[config.mk]
export PLATFORM = sky130hd
export DESIGN_NAME = adder_share_ctrl
export DESIGN_NICKNAME = d
export VERILOG_FILES = /design/src/rtl/adder_share_ctrl.sv
export SDC_FILE = /design/constraint.sdc
export NUM_CORES = 1
export LEC_CHECK = 0
export ABC_AREA = 1
export BUFFER_PORTS_ARGS = -buffer_cell sky130_fd_sc_hd__buf_2
export CORE_MARGIN = 5
export CORE_UTILIZATION = 46
export CTS_CLUSTER_DIAMETER = 150
export DETAILED_ROUTE_END_ITERATION = 10
export PLACE_DENSITY = 0.8
export SLEW_MARGIN = 40
export SYNTH_ARGS = -nofsm -noshare
export SYNTH_HDL_FRONTEND = slang
export SYNTH_SLANG_ARGS = --single-unit
[constraint.sdc]
create_clock -name clk -period 4.1 [get_ports clk]
set_input_delay 0.41 -clock clk [delete_from_list [all_inputs] [get_ports clk]]
set_output_delay 0.41 -clock clk [all_outputs]
set_load 0.1 [all_outputs]
[src/rtl/adder_share_ctrl.sv]
// Round-robin arbiter time-sharing one registered 32-bit adder across NUM_REQ clients; 2 cycles accept->rsp_valid.
// req_ready asserts only in IDLE, so one op is in flight; rsp_* holds until rsp_ready, max 1 op per 4 cycles.
module adder_share_ctrl #(
  parameter int NUM_REQ = 2,
  parameter int CNT_W   = 16
) (
  input  logic                 clk,
  input  logic                 reset,
  input  logic [NUM_REQ-1:0]   req_valid,
  input  logic [NUM_REQ*32-1:0] req_op1,
  input  logic [NUM_REQ*32-1:0] req_op2,
  output logic [NUM_REQ-1:0]   req_ready,
  output logic [31:0]          add_op1,
  output logic [31:0]          add_op2,
  input  logic [31:0]          add_result,
  output logic                 rsp_valid,
  output logic [NUM_REQ-1:0]   rsp_id,
  output logic [31:0]          rsp_result,
  input  logic                 rsp_ready,
  output logic                 busy,
  output logic [CNT_W-1:0]     op_count
);

  localparam int IDX_W = (NUM_REQ > 2) ? 2 : 1;
  localparam logic [IDX_W:0] NREQ = (IDX_W+1)'(NUM_REQ);

  typedef enum logic [1:0] {
    IDLE  = 2'd0,
    ISSUE = 2'd1,
    WAIT  = 2'd2,
    RESP  = 2'd3
  } state_t;

  state_t               state;
  logic [IDX_W-1:0]     rr_ptr;
  logic [IDX_W-1:0]     gnt_idx;
  logic [NUM_REQ-1:0]   gnt;
  logic [NUM_REQ-1:0]   grant;
  logic [IDX_W-1:0]     win_idx;
  logic                 found;
  logic [IDX_W:0]       scan;
  logic [IDX_W:0]       nxt;
  logic [31:0]          op1_sel;
  logic [31:0]          op2_sel;

  // Scan starting at rr_ptr and wrapping; the first valid requester wins.
  always_comb begin
    grant   = '0;
    win_idx = '0;
    found   = 1'b0;
    scan    = '0;
    for (int k = 0; k < NUM_REQ; k++) begin
      scan = {1'b0, rr_ptr} + (IDX_W+1)'(k);
      if (scan >= NREQ) scan = scan - NREQ;
      if (!found && req_valid[scan[IDX_W-1:0]]) begin
        found                      = 1'b1;
        grant[scan[IDX_W-1:0]]     = 1'b1;
        win_idx                    = scan[IDX_W-1:0];
      end
    end
  end

  always_comb begin
    op1_sel = '0;
    op2_sel = '0;
    for (int i = 0; i < NUM_REQ; i++) begin
      if (grant[i]) begin
        op1_sel = req_op1[32*i +: 32];
        op2_sel = req_op2[32*i +: 32];
      end
    end
  end

  always_comb begin
    nxt = {1'b0, gnt_idx} + 1'b1;
    if (nxt >= NREQ) nxt = '0;
  end

  assign req_ready = (state == IDLE) ? grant : '0;
  assign busy      = (state != IDLE);

  always_ff @(posedge clk or posedge reset) begin
    if (reset) begin
      state      <= IDLE;
      rr_ptr     <= '0;
      gnt_idx    <= '0;
      gnt        <= '0;
      add_op1    <= '0;
      add_op2    <= '0;
      rsp_valid  <= 1'b0;
      rsp_id     <= '0;
      rsp_result <= '0;
      op_count   <= '0;
    end else begin
      case (state)
        IDLE: begin
          if (found) begin
            add_op1 <= op1_sel;
            add_op2 <= op2_sel;
            gnt     <= grant;
            gnt_idx <= win_idx;
            state   <= ISSUE;
          end
        end
        ISSUE: state <= WAIT;
        WAIT: begin
          rsp_result <= add_result;
          rsp_id     <= gnt;
          rsp_valid  <= 1'b1;
          state      <= RESP;
        end
        RESP: begin
          if (rsp_ready) begin
            rsp_valid <= 1'b0;
            op_count  <= op_count + 1'b1;
            rr_ptr    <= nxt[IDX_W-1:0];
            state     <= IDLE;
          end
        end
        default: state <= IDLE;
      endcase
    end
  end

endmodule

After elaboration in Yosys (flattened, before gate mapping) --
Cells that the tools add are included. Widths: inputs -> output; s select.
Operators by class: add/sub/neg operators 5, magnitude comparators 7, equal/unequal tests 5, mux-type cells 27, bitwise logic cells 1, reductions and logical operators 11
Operator list (count):
- $mux 32 | 4
- $add 16x1->16 const B | 1
- $mux 1 | 14
- $mux 2 | 5
- $pmux 2 s4 | 1
- $reduce_and 2->1 | 4
- $add 1x1->2 const B | 2
- $eq 2x2->1 const B | 2
- $ge 2x2->1 const B | 2
- $lt 1x2->1 const B | 2
- $ne 2x2->1 const B | 2
- $reduce_bool 2->1 | 2
- $logic_and 1x1->1 | 3
- $demux 1 s1 | 2
- $eq 2x1->1 const B | 1
- $ge 1x1->1 const B | 2
- $ge 1x2->1 const B | 1
- $logic_not 2->1 | 1
- $or 2x2->2 | 1
- $pmux 1 s2 | 1
- $sub 1x1->1 const B | 2
- $logic_not 1->1 | 1
Word-level totals: flip-flop bits (word level) 121, input bits 165, output and inout port bits 118, logic and storage cells 66

Longest topological paths before layout --
depth after elaboration 11, gate-level depth with buffers 8, depth with buffers taken out 8

Worst setup path before layout --
No wires, ideal clock.
path type register to register, start reg op_count[1], end reg op_count[6], library setup time 0.159 ns, arrival time 1.841 ns, required time 3.941 ns, setup slack 2.100 ns, stages on the path, launching flop included 6, buffers on the path 0, clock period less this slack 2.000 ns, cell sequence dfrtp_1 > ha_1 > nand3_1 > nor2_1 > nand3_1 > xnor2_1
On the way: cells in the longest elaborated chain, start to end 1
RTL lines:
- start: declaration | RTL line 21 | output logic [CNT_W-1:0] op_count
- start signal: assignment | RTL line 115 | op_count <= op_count + 1'b1;
- $add 16x1->16 | RTL line 115
No other way between the ends. A chain may end at the register's enable or synchronous reset.

Worst setup path after layout --
start reg state[0], end out req_ready[0]
On the way: cells in the longest elaborated chain, start to end 2
RTL lines:
- start: declaration | RTL line 34 | state_t state;
- start signal: assignment | RTL line 84 | state <= IDLE;
- start signal: assignment | RTL line 102 | state <= ISSUE;
- start signal: assignment | RTL line 105 | ISSUE: state <= WAIT;
- $logic_not 2->1 | RTL line 79 | assign req_ready = (state == IDLE) ? grant : '0;
- $mux 2 | RTL line 79
- end: declaration | RTL line 12 | output logic [NUM_REQ-1:0] req_ready,
No other way between the ends.

==> flow_metrics.env <==
export IMPL_run_status="finished clean"
export IMPL_clock_sinks=121
export IMPL_relSlewSlack_pct=47.2
export IMPL_clk_pin_slew_worst_paths_ns=0.05
export IMPL_use_met2_pct=34.2
export IMPL_finClkSkew_ns=0.00606
export IMPL_nets=1008
export IMPL_insertion_delay_ns=0.41
export IMPL_crit_path_cell_trace="inv_1, ha_1, inv_2, nor2_4, buf_4, buf_2"
export IMPL_numPortBuffers=282
export IMPL_synth_seq_cells=121
export IMPL_ioPinCount=283
export IMPL_dr_pass1_iters=4
export IMPL_synth_fp_nets=734
export IMPL_die_h_microns=121
export IMPL_slew_viol_final=0
export IMPL_ys_types=25
export IMPL_ys_seq_area_share_pct=53.1
export IMPL_avgSynthCellArea_sq_um=10.1
export IMPL_clock_root_buffer="clkbuf_16"
export IMPL_cp_max_fo=41
export IMPL_drc=0
export IMPL_cp_required_ns=3.69
export IMPL_critPathMaxStageDelay_ns=0.51
export IMPL_start_util_pct=47.3
export IMPL_wire_per_inst_microns=14.9
export IMPL_place_gp_congestion=0.844
export IMPL_cts_resized=0
export IMPL_cp_data_arrival_time_ns=2.21
export IMPL_fin_crit_ns=2.62
export IMPL_clockBufferDepth=2
export IMPL_period_share_pct=63.8
export IMPL_fmax_mhz=382
export IMPL_min_path_type="primary input to async pin"
export IMPL_r2r_worst_path_cells=7
export IMPL_cts_made_buffers=17
export IMPL_antenna_found_initial=0
export IMPL_fin_tns_setup_ns=0
export IMPL_final_util_pct=64.7
export IMPL_cp_start_kind="flip-flop"
export IMPL_r2r_slack_ns=2.11
export IMPL_overflow=0
export IMPL_end_kind="output pin"
export IMPL_hold_slack_ns=0.0776
export IMPL_r2r_end="add_op2[18]$_DFFE_PP0P_"
export IMPL_finalWirelength_mm=15.2
export IMPL_grt_pass1_vias=5030
export IMPL_path_class="flip-flop to output pin"
export IMPL_setup_viol_count_final=0
export IMPL_rows=40
export IMPL_grtUsageTotal_pct=20.5
export IMPL_dr_first_iter_drc_count=294
export IMPL_grt_met1_usage_pct=24.6
export IMPL_hold_violations=0
export IMPL_cts_htree_levels=4
export IMPL_worst_slack_ns=1.48
export IMPL_worstMarginPinSlew_ns=0.791
export IMPL_coreArea_sq_mm=0.0121
export IMPL_ctsHoldBuffers=0
export IMPL_rr_startpoint="state[0]$_DFFE_PP0P_"
export IMPL_syn_inst=564
export IMPL_cts_tree="done"
export IMPL_grt_busiest_layer="met2"
export IMPL_syn_area_sq_mm=0.00570
export IMPL_routed_via_density=4.94
export IMPL_slowest_stage="buf_2"
export IMPL_ys_warn_count=0
export IMPL_grt_setup_unrepaired="no"
export IMPL_die_area_sq_mm=0.0147
export IMPL_post_cts_buffers=0
export IMPL_die_x_microns=121
export IMPL_grt_use_met3_pct=5.55
export IMPL_ant_nets=0
export IMPL_grt_max_degree=66
export IMPL_area_delta_synth_final_pct=36.9
export IMPL_grt_pass1_wl_mm=23.9
export IMPL_cap_violations=0
export IMPL_dr_total_vias=5019
export IMPL_place_ws_ns=1.54
export IMPL_hpwl_mm=11.2
export IMPL_num_antenna_cells=0
export IMPL_drive_gt1_share_pct=45.6
-- worst max-delay path by stage --
stage | to | start | depth (start not counted)
global placement | req_ready[1] | req_valid[0] | 6
global route | req_ready[0] | state[0]$_DFFE_PP0P_ | 6
finish | req_ready[0] | state[0]$_DFFE_PP0P_ | 6
floorplan | add_op1[0]$_DFFE_PP0P_ | reset | 1
detailed placement | req_ready[0] | req_valid[1] | 6
CTS | req_ready[1] | state[0]$_DFFE_PP0P_ | 6
-- registers in the layout (all words and copies together) (netlist names) --
signal and cells:
add_op1 32, add_op2 32, gnt 2, gnt_idx 1, op_count 16, rr_ptr 1
rsp_id 2, rsp_result 32, rsp_valid 1, state 2
-- area by class of cell --
type	count	area [sq um]
Clock buffer	23	508
Sequential cell	121	3030
Clock inverter	7	138
Timing Repair Buffer	287	1460
Multi-Input combinational cell	389	2370
Fill cell	996	4260
Inverter	22	87.6
Tap cell	168	210
-- kinds of logic (layout without fill, tap and decap cells) --
family          count (synthesis)  in the layout  share of synthesized area (%)
simple gates                  312            312                           24.1
flops                         121            121                           53.1
buf+inv                        54            339                           5.31
mux                            34             34                           6.72
compound gates                 31             31                           8.52
xor+xnor                        7              7                           1.08
fa+ha+maj                       5              5                           1.10
-- worst max-delay path, delay by kind of cell (launching register included) --
family / cells / cell delay (ns)
adder cells (fa/ha/maj): 1 / 0.19
buffers and inverters: 4 / 1.08
flip-flops: 1 / 0.39
AND/OR/NAND/NOR: 1 / 0.10
-- layout by cell type (no fill, tap or decap), types with 2 or more instances in the layout --
| cell type | instances |
|---|---|
| a21oi_1 | 2 |
| a31oi_1 | 4 |
| a31oi_4 | 20 |
| buf_2 | 282 |
| buf_4 | 4 |
| bufinv_16 | 4 |
| clkbuf_16 | 17 |
| clkbuf_8 | 6 |
| clkinv_2 | 2 |
| dfrtp_1 | 121 |
| ha_1 | 5 |
| inv_1 | 17 |
| inv_2 | 4 |
| mux2_2 | 34 |
| nand2_1 | 161 |
| nand2_2 | 3 |
| nand2_4 | 2 |
| nand3_1 | 92 |
| nand3b_1 | 2 |
| nand4_1 | 10 |
| nor2_1 | 36 |
| nor2_2 | 2 |
| nor2_4 | 4 |
| o21ai_0 | 3 |
| o21ai_1 | 2 |
| xnor2_1 | 2 |
| xor2_1 | 5 |
-- synth_stat cells --
library cell	n	area share, %
a21oi_1	2	0.18
a31oi_1	4	0.44
a31oi_4	20	7.5
buf_2	23	2.0
buf_4	1	0.13
buf_6	6	1.2
buf_8	2	0.53
dfrtp_1	121	53
ha_1	5	1.1
inv_1	18	1.2
inv_2	4	0.26
mux2_2	34	6.7
nand2_1	161	11
nand2_2	3	0.33
nand2_4	2	0.40
nand3_1	92	8.1
nand3b_1	2	0.26
nand4_1	10	1.1
nor2_1	36	2.4
nor2_2	2	0.22
nor2_4	4	0.79
o21ai_0	3	0.26
o21ai_1	2	0.18
xnor2_1	2	0.31
xor2_1	5	0.77
-- layer usage --
layer / part of all wire, % / up-vias
met1: 40 / 2350
met3: 7.5 / 36
met4: 2.6 / 0
met2: 50 / 212
li1: - / 2421
met5: 0 / -
-- through the flow --
step / cell area (sq um) / cells
2_1_floorplan: 5700 / 564
3_3_place_gp: 7150 / 987
3_5_place_dp: 7150 / 987
4_1_cts: 7800 / 1017
5_1_grt: 7800 / 1017
6_report: 7800 / 1017
Power is not shown: default switching activity piles up to over one toggle a cycle in this logic, so the estimate is an artifact.
